==> src/rtl/i2s_piso_tx.sv <==
// Stereo I2S parallel-to-serial transmitter with a one-entry sample holding register.
// Define I2S_PISO_LJ_MODE_EN for left-justified word select (no one-bit ws lead).
module i2s_piso_tx #(
    parameter int unsigned WIDTH   = 16,
    parameter int unsigned CLK_DIV = 4
) (
    input  logic             clk,
    input  logic             reset,
    input  logic             enable,
    input  logic [WIDTH-1:0] din_l,
    input  logic [WIDTH-1:0] din_r,
    input  logic             din_valid,
    output logic             din_ready,
    output logic             sck,
    output logic             ws,
    output logic             sd,
    output logic             busy,
    output logic             underrun
);

    localparam int unsigned FW = 2 * WIDTH;
    localparam int unsigned BW = $clog2(FW);
    localparam int unsigned DW = (CLK_DIV > 1) ? $clog2(CLK_DIV) : 1;
    localparam logic [BW-1:0] BMAX = BW'(FW - 1);
    localparam logic [DW-1:0] DMAX = DW'(CLK_DIV - 1);

    typedef enum logic {
        S_IDLE,
        S_RUN
    } state_t;

    state_t          state_q, state_d;
    logic [FW-1:0]   hold_q, hold_d;
    logic            full_q, full_d;
    logic [FW-1:0]   shift_q, shift_d;
    logic [DW-1:0]   div_q, div_d;
    logic [BW-1:0]   bit_q, bit_d;
    logic            sck_q, sck_d;
    logic            ws_q, ws_d;
    logic            und_q, und_d;
    logic [BW-1:0]   bit_nxt;

    // Word select for the bit about to be driven at bit position b.
    function automatic logic ws_of(input logic [BW-1:0] b);
`ifdef I2S_PISO_LJ_MODE_EN
        return (32'(b) >= WIDTH);
`else
        return (((32'(b) + 32'd1) % FW) >= WIDTH);
`endif
    endfunction

    assign bit_nxt = bit_q + BW'(1);

    always_comb begin
        state_d = state_q;
        hold_d  = hold_q;
        full_d  = full_q;
        shift_d = shift_q;
        div_d   = div_q;
        bit_d   = bit_q;
        sck_d   = sck_q;
        ws_d    = ws_q;
        und_d   = 1'b0;

        if (din_valid && !full_q) begin
            hold_d = {din_l, din_r};
            full_d = 1'b1;
        end

        unique case (state_q)
            S_IDLE: begin
                sck_d   = 1'b0;
                ws_d    = 1'b0;
                shift_d = '0;
                div_d   = '0;
                bit_d   = '0;
                if (enable && full_q) begin
                    state_d = S_RUN;
                    shift_d = hold_q;
                    full_d  = 1'b0;
                    ws_d    = ws_of('0);
                end
            end
            S_RUN: begin
                if (div_q == DMAX) begin
                    div_d = '0;
                    sck_d = !sck_q;
                    // Falling sck edge: advance the bit, or handle the frame boundary.
                    if (sck_q) begin
                        if (bit_q != BMAX) begin
                            shift_d = {shift_q[FW-2:0], 1'b0};
                            bit_d   = bit_nxt;
                            ws_d    = ws_of(bit_nxt);
                        end else if (!enable) begin
                            state_d = S_IDLE;
                            shift_d = '0;
                            bit_d   = '0;
                            ws_d    = 1'b0;
                        end else begin
                            bit_d = '0;
                            ws_d  = ws_of('0);
                            if (full_q) begin
                                shift_d = hold_q;
                                full_d  = 1'b0;
                            end else begin
                                shift_d = '0;
                                und_d   = 1'b1;
                            end
                        end
                    end
                end else begin
                    div_d = div_q + DW'(1);
                end
            end
            default: state_d = S_IDLE;
        endcase
    end

    always_ff @(posedge clk or posedge reset) begin
        if (reset) begin
            state_q <= S_IDLE;
            hold_q  <= '0;
            full_q  <= 1'b0;
            shift_q <= '0;
            div_q   <= '0;
            bit_q   <= '0;
            sck_q   <= 1'b0;
            ws_q    <= 1'b0;
            und_q   <= 1'b0;
        end else begin
            state_q <= state_d;
            hold_q  <= hold_d;
            full_q  <= full_d;
            shift_q <= shift_d;
            div_q   <= div_d;
            bit_q   <= bit_d;
            sck_q   <= sck_d;
            ws_q    <= ws_d;
            und_q   <= und_d;
        end
    end

    assign din_ready = !full_q;
    assign sck       = sck_q;
    assign ws        = ws_q;
    assign sd        = shift_q[FW-1];
    assign busy      = (state_q == S_RUN);
    assign underrun  = und_q;

endmodule

==> config.mk <==
export PLATFORM = sky130hd
export DESIGN_NAME = i2s_piso_tx
export DESIGN_NICKNAME = d
export VERILOG_FILES = /design/src/rtl/i2s_piso_tx.sv
export SDC_FILE = /design/constraint.sdc
export NUM_CORES = 1
export LEC_CHECK = 0
export BUFFER_PORTS_ARGS = -buffer_cell sky130_fd_sc_hd__buf_2
export CAP_MARGIN = 20
export CORE_AREA = 2 2 76 151
export CTS_CLUSTER_DIAMETER = 150
export DETAILED_ROUTE_END_ITERATION = 8
export DIE_AREA = 0 0 78 153
export PLACE_DENSITY = 0.48
export SETUP_SLACK_MARGIN = 0.05
export SYNTH_ARGS = -nofsm -noshare
export SYNTH_HDL_FRONTEND = slang
export SYNTH_SLANG_ARGS = --single-unit
export TNS_END_PERCENT = 5
==> constraint.sdc <==
create_clock -name clk -period 3.6 [get_ports clk]
set_input_delay 0.9 -clock clk [delete_from_list [all_inputs] [get_ports clk]]
set_output_delay 0.9 -clock clk [all_outputs]
set_load 0.01 [all_outputs]
==> summary.txt <==
Logic synthesis
  • Main combinational cell family by area after synthesis: compound AO/OA/AOI/OAI gates
  • Syn Nets: 293
  • Post-Synth Adder-Cell Area: 1.57%
  • Post-Synth Simple-Gate Area: 7.31%
  • Cell Area, Synth: 3190 um^2
  • Synth Area per Inst: 12.6 um^2
  • Post-synth cell types: 33
  • Ys Warns: 0
  • Synth top area share: 59.7%
  • Synth Area in XOR/XNOR: less than 1%
  • Flops & latches, synth: 76
  • Sequential share of the synthesized area: 59.7%
  • Ranking of synthesized cells by area: dfrtp_1, mux2_2, a222oi_1
  • Cells after synthesis: 253
  • Mux cell area share after synthesis: 11.6%
  • Synth area leader: dfrtp_1
  • Synth Area in Compound Gates: a little over an eighth

Route
  • Post-route ant nets: 0
  • DRT iter0 DRCs: roughly 240
  • Number of vias per cell: 4.85
  • Drt total wl: 6440 um
  • Via count: 2133
  • Pre-antenna DRT Iters: 5
  • DRC viols: 0
  • Drt wl/cell: 14.6 um

Setup path
  • Worst Path Required: 3850 ps
  • Crit-path max FO: 24
  • Critical path arrival: 2440 ps
  • Critical path startpoint: bit_q[0]
  • R2R Setup Slk: 1410 ps
  • RR Startpoint: bit_q[0]
  • CP Class: flip-flop to flip-flop
  • Setup crit end kind: flip-flop
  • Worst R2R End: ws
  • CP startpoint kind: flip-flop
  • Reg2Reg Depth: 8

Global routing
  • Largest net degree at the start of global routing: 77
  • Tot GR Track Use: a little under an eighth
  • First-pass GRT wire length: 11000 um
  • Overflow after GRT: 0
  • Initial antenna violation count: 0
  • Vias in the first global route: about 2200

STA
  • TNS Setup: 0 ps
  • Worst-margin pin slew: 955 ps
  • RSZ-0062 raised after global routing: no
  • Final Critical Period: 2190 ps
  • Final Hold Viols: 0
  • Max frequency: 457 MHz
  • Fin crit share: 60.8%
  • Final Max Slew Viols: 0
  • Final setup viols: 0
  • Slew headroom: 36.3%
  • Hold_ws: 444 ps
  • Final Skew: 4.22 ps

Clock tree
  • H-tree levels: 3
  • Post-CTS Resized: 0
  • Clock root buffer: clkbuf_16
  • Clk pin slew, worst setup/hold paths: around 60 ps
  • TritonCTS clock tree: yes
  • Maximum buffer depth of the clock tree: 2
  • CTS buffer count: 9
  • Hold Buf Count CTS: 0
  • Skew-Pair Late Insertion Delay: approximately 330 ps
  • Clock sink total: 76
  • # Post-CTS Setup Buffers: 0

Finish
  • Nets: between 300 and 400
  • Syn-to-layout area delta: 21.6%
  • Final Instance Area: 3870 um^2
  • Fillers: 1100
  • Antenna Cells: 0
  • Layout cells sized above 1: 32.3%

Die
  • Initial Util: 29.5%
  • Die height: 153 um
  • Die outline width: 78 um
  • # IOs: 42
  • FP Rows: 54
  • Core area: 10800 um^2
  • DIE AREA: around 12000 um^2

Power
  • Static Leakage: approximately 1.9 nW
  • Worst-case vdd ir drop: between 0.2 and 0.3 mV
  • Power per cell area: 725 nW/um^2
  • Total power: 2.81 mW

Placed design
  • Final GP Congestion: 0.727
  • Placed cell areas: 3500 um^2
  • HPWL Detailed: 4450 um
  • I/O Buffers: 41

Job
  • Max capacitance violation total: 0

Hold path
  • Hold_sp: div_q[0]
  • Hold depth: 1
  • Worst Hold Class: flip-flop to flip-flop
  • Hold Path Sink: div_q[0]

Outcome
  • Outcome: completed
-- kinds of logic (layout without fill, tap and decap cells) --
group	after synthesis	after routing
buffers and inverters	41	88
DFF	76	76
muxes	33	33
AOI/OAI and AO/OA	52	52
adders and majority gates	4	4
and+or+nand+nor	46	46
xor gates and xnor gates	1	1
-- placed cells by master, fill, tap and decap left out, types with 2 or more instances in the layout --
cell type	Yosys	routed
nand4b_1	2	2
mux2_1	2	2
dfrtp_1	76	76
and2_1	4	4
and3_1	2	2
a22oi_1	7	7
nor2b_1	4	3
o21ai_0	14	14
buf_2	7	41
inv_1	25	24
a222oi_1	22	22
ha_1	4	4
a221o_1	2	2
nor2_1	7	7
buf_4	0	6
nand3_1	3	3
mux2_2	30	30
nand2_1	19	19
bufinv_16	0	4
clkbuf_16	0	9
-- sequential cells by signal, indices dropped and copies added, names as in the netlist --
| name | cells |
|---|---|
| sck | 1 |
| full_q | 1 |
| busy | 1 |
| underrun | 1 |
| shift_q | 32 |
| bit_q | 5 |
| hold_q | 32 |
| ws | 1 |
| div_q | 2 |
-- Yosys cell counts (all sizes together) --
cell / count
dfrtp: 76
mux2: 32
inv: 25
a222oi: 22
nand2: 19
o21ai: 14
buf: 13
a22oi: 7
nor2: 7
nor2b: 5
and2: 4
ha: 4
clkbuf: 3
nand3: 3
a21oi: 2
a221o: 2
and3: 2
nand4b: 2
a21boi: 1
a22o: 1
mux2i: 1
nand2b: 1
nand3b: 1
nor3: 1
nor3b: 1
o211ai: 1
o22ai: 1
o31ai: 1
xor2: 1
-- final cells by class --
cell class                      count  area [um^2]  share of cell area (%)
Tap cell                          140          175                    4.52
Timing Repair Buffer               47          250                    6.46
Multi-Input combinational cell    136         1080                    27.9
Sequential cell                    76         1900                    49.1
Clock inverter                      6          134                    3.46
Clock buffer                       10          239                    6.17
Inverter                           25         93.8                    2.42
-- worst max path at each step --
stage	to	slack (ps)	depth (start not counted)
CTS	ws	1410	8
floorplan	bit_q[0]	760	1
finish	ws	1410	8
global placement	shift_q[16]	1460	8
global route	bit_q[3]	1210	6
detailed placement	bit_q[3]	1430	6
-- per-stage QoR --
stage / cells / setup WS, ps / utilization, %
after global placement: 424 / 1460 / 32.4
after detailed placement: 424 / 1430 / 32.4
after floorplan: 253 / 762 / -
after CTS: 440 / 1410 / 35.8
final: 440 / 1410 / 35.8
after global routing: 440 / 1210 / 35.8
-- layer usage --
| metal | share of wire (%) | up-vias | track usage, % |
|---|---|---|---|
| met5 | 0 | - | 0 |
| met4 | 2.3 | 0 | 6.27 |
| met3 | 3.5 | 7 | 3.19 |
| met2 | 53 | 43 | 19.7 |
| met1 | 41 | 1082 | 14.0 |
| li1 | - | 1001 | - |
-- worst max-delay path, cell delays in order (launching register included) --
cell and delay, ps:
dfrtp_1 430, ha_1 290, and3_1 210, ha_1 230, nor2b_4 270, nor2b_1 170
buf_4 280, o21ai_0 130, o211ai_1 100
-- power breakdown --
part	total, mW	switching [mW]	internal, mW	leakage (nW)
combinational	0.453	0.226	0.226	0.760
clock	1.11	0.346	0.767	0.183
sequential	1.24	0.156	1.09	0.967
total	2.81	0.728	2.08	1.91
Power figures use the tool's default switching activity.
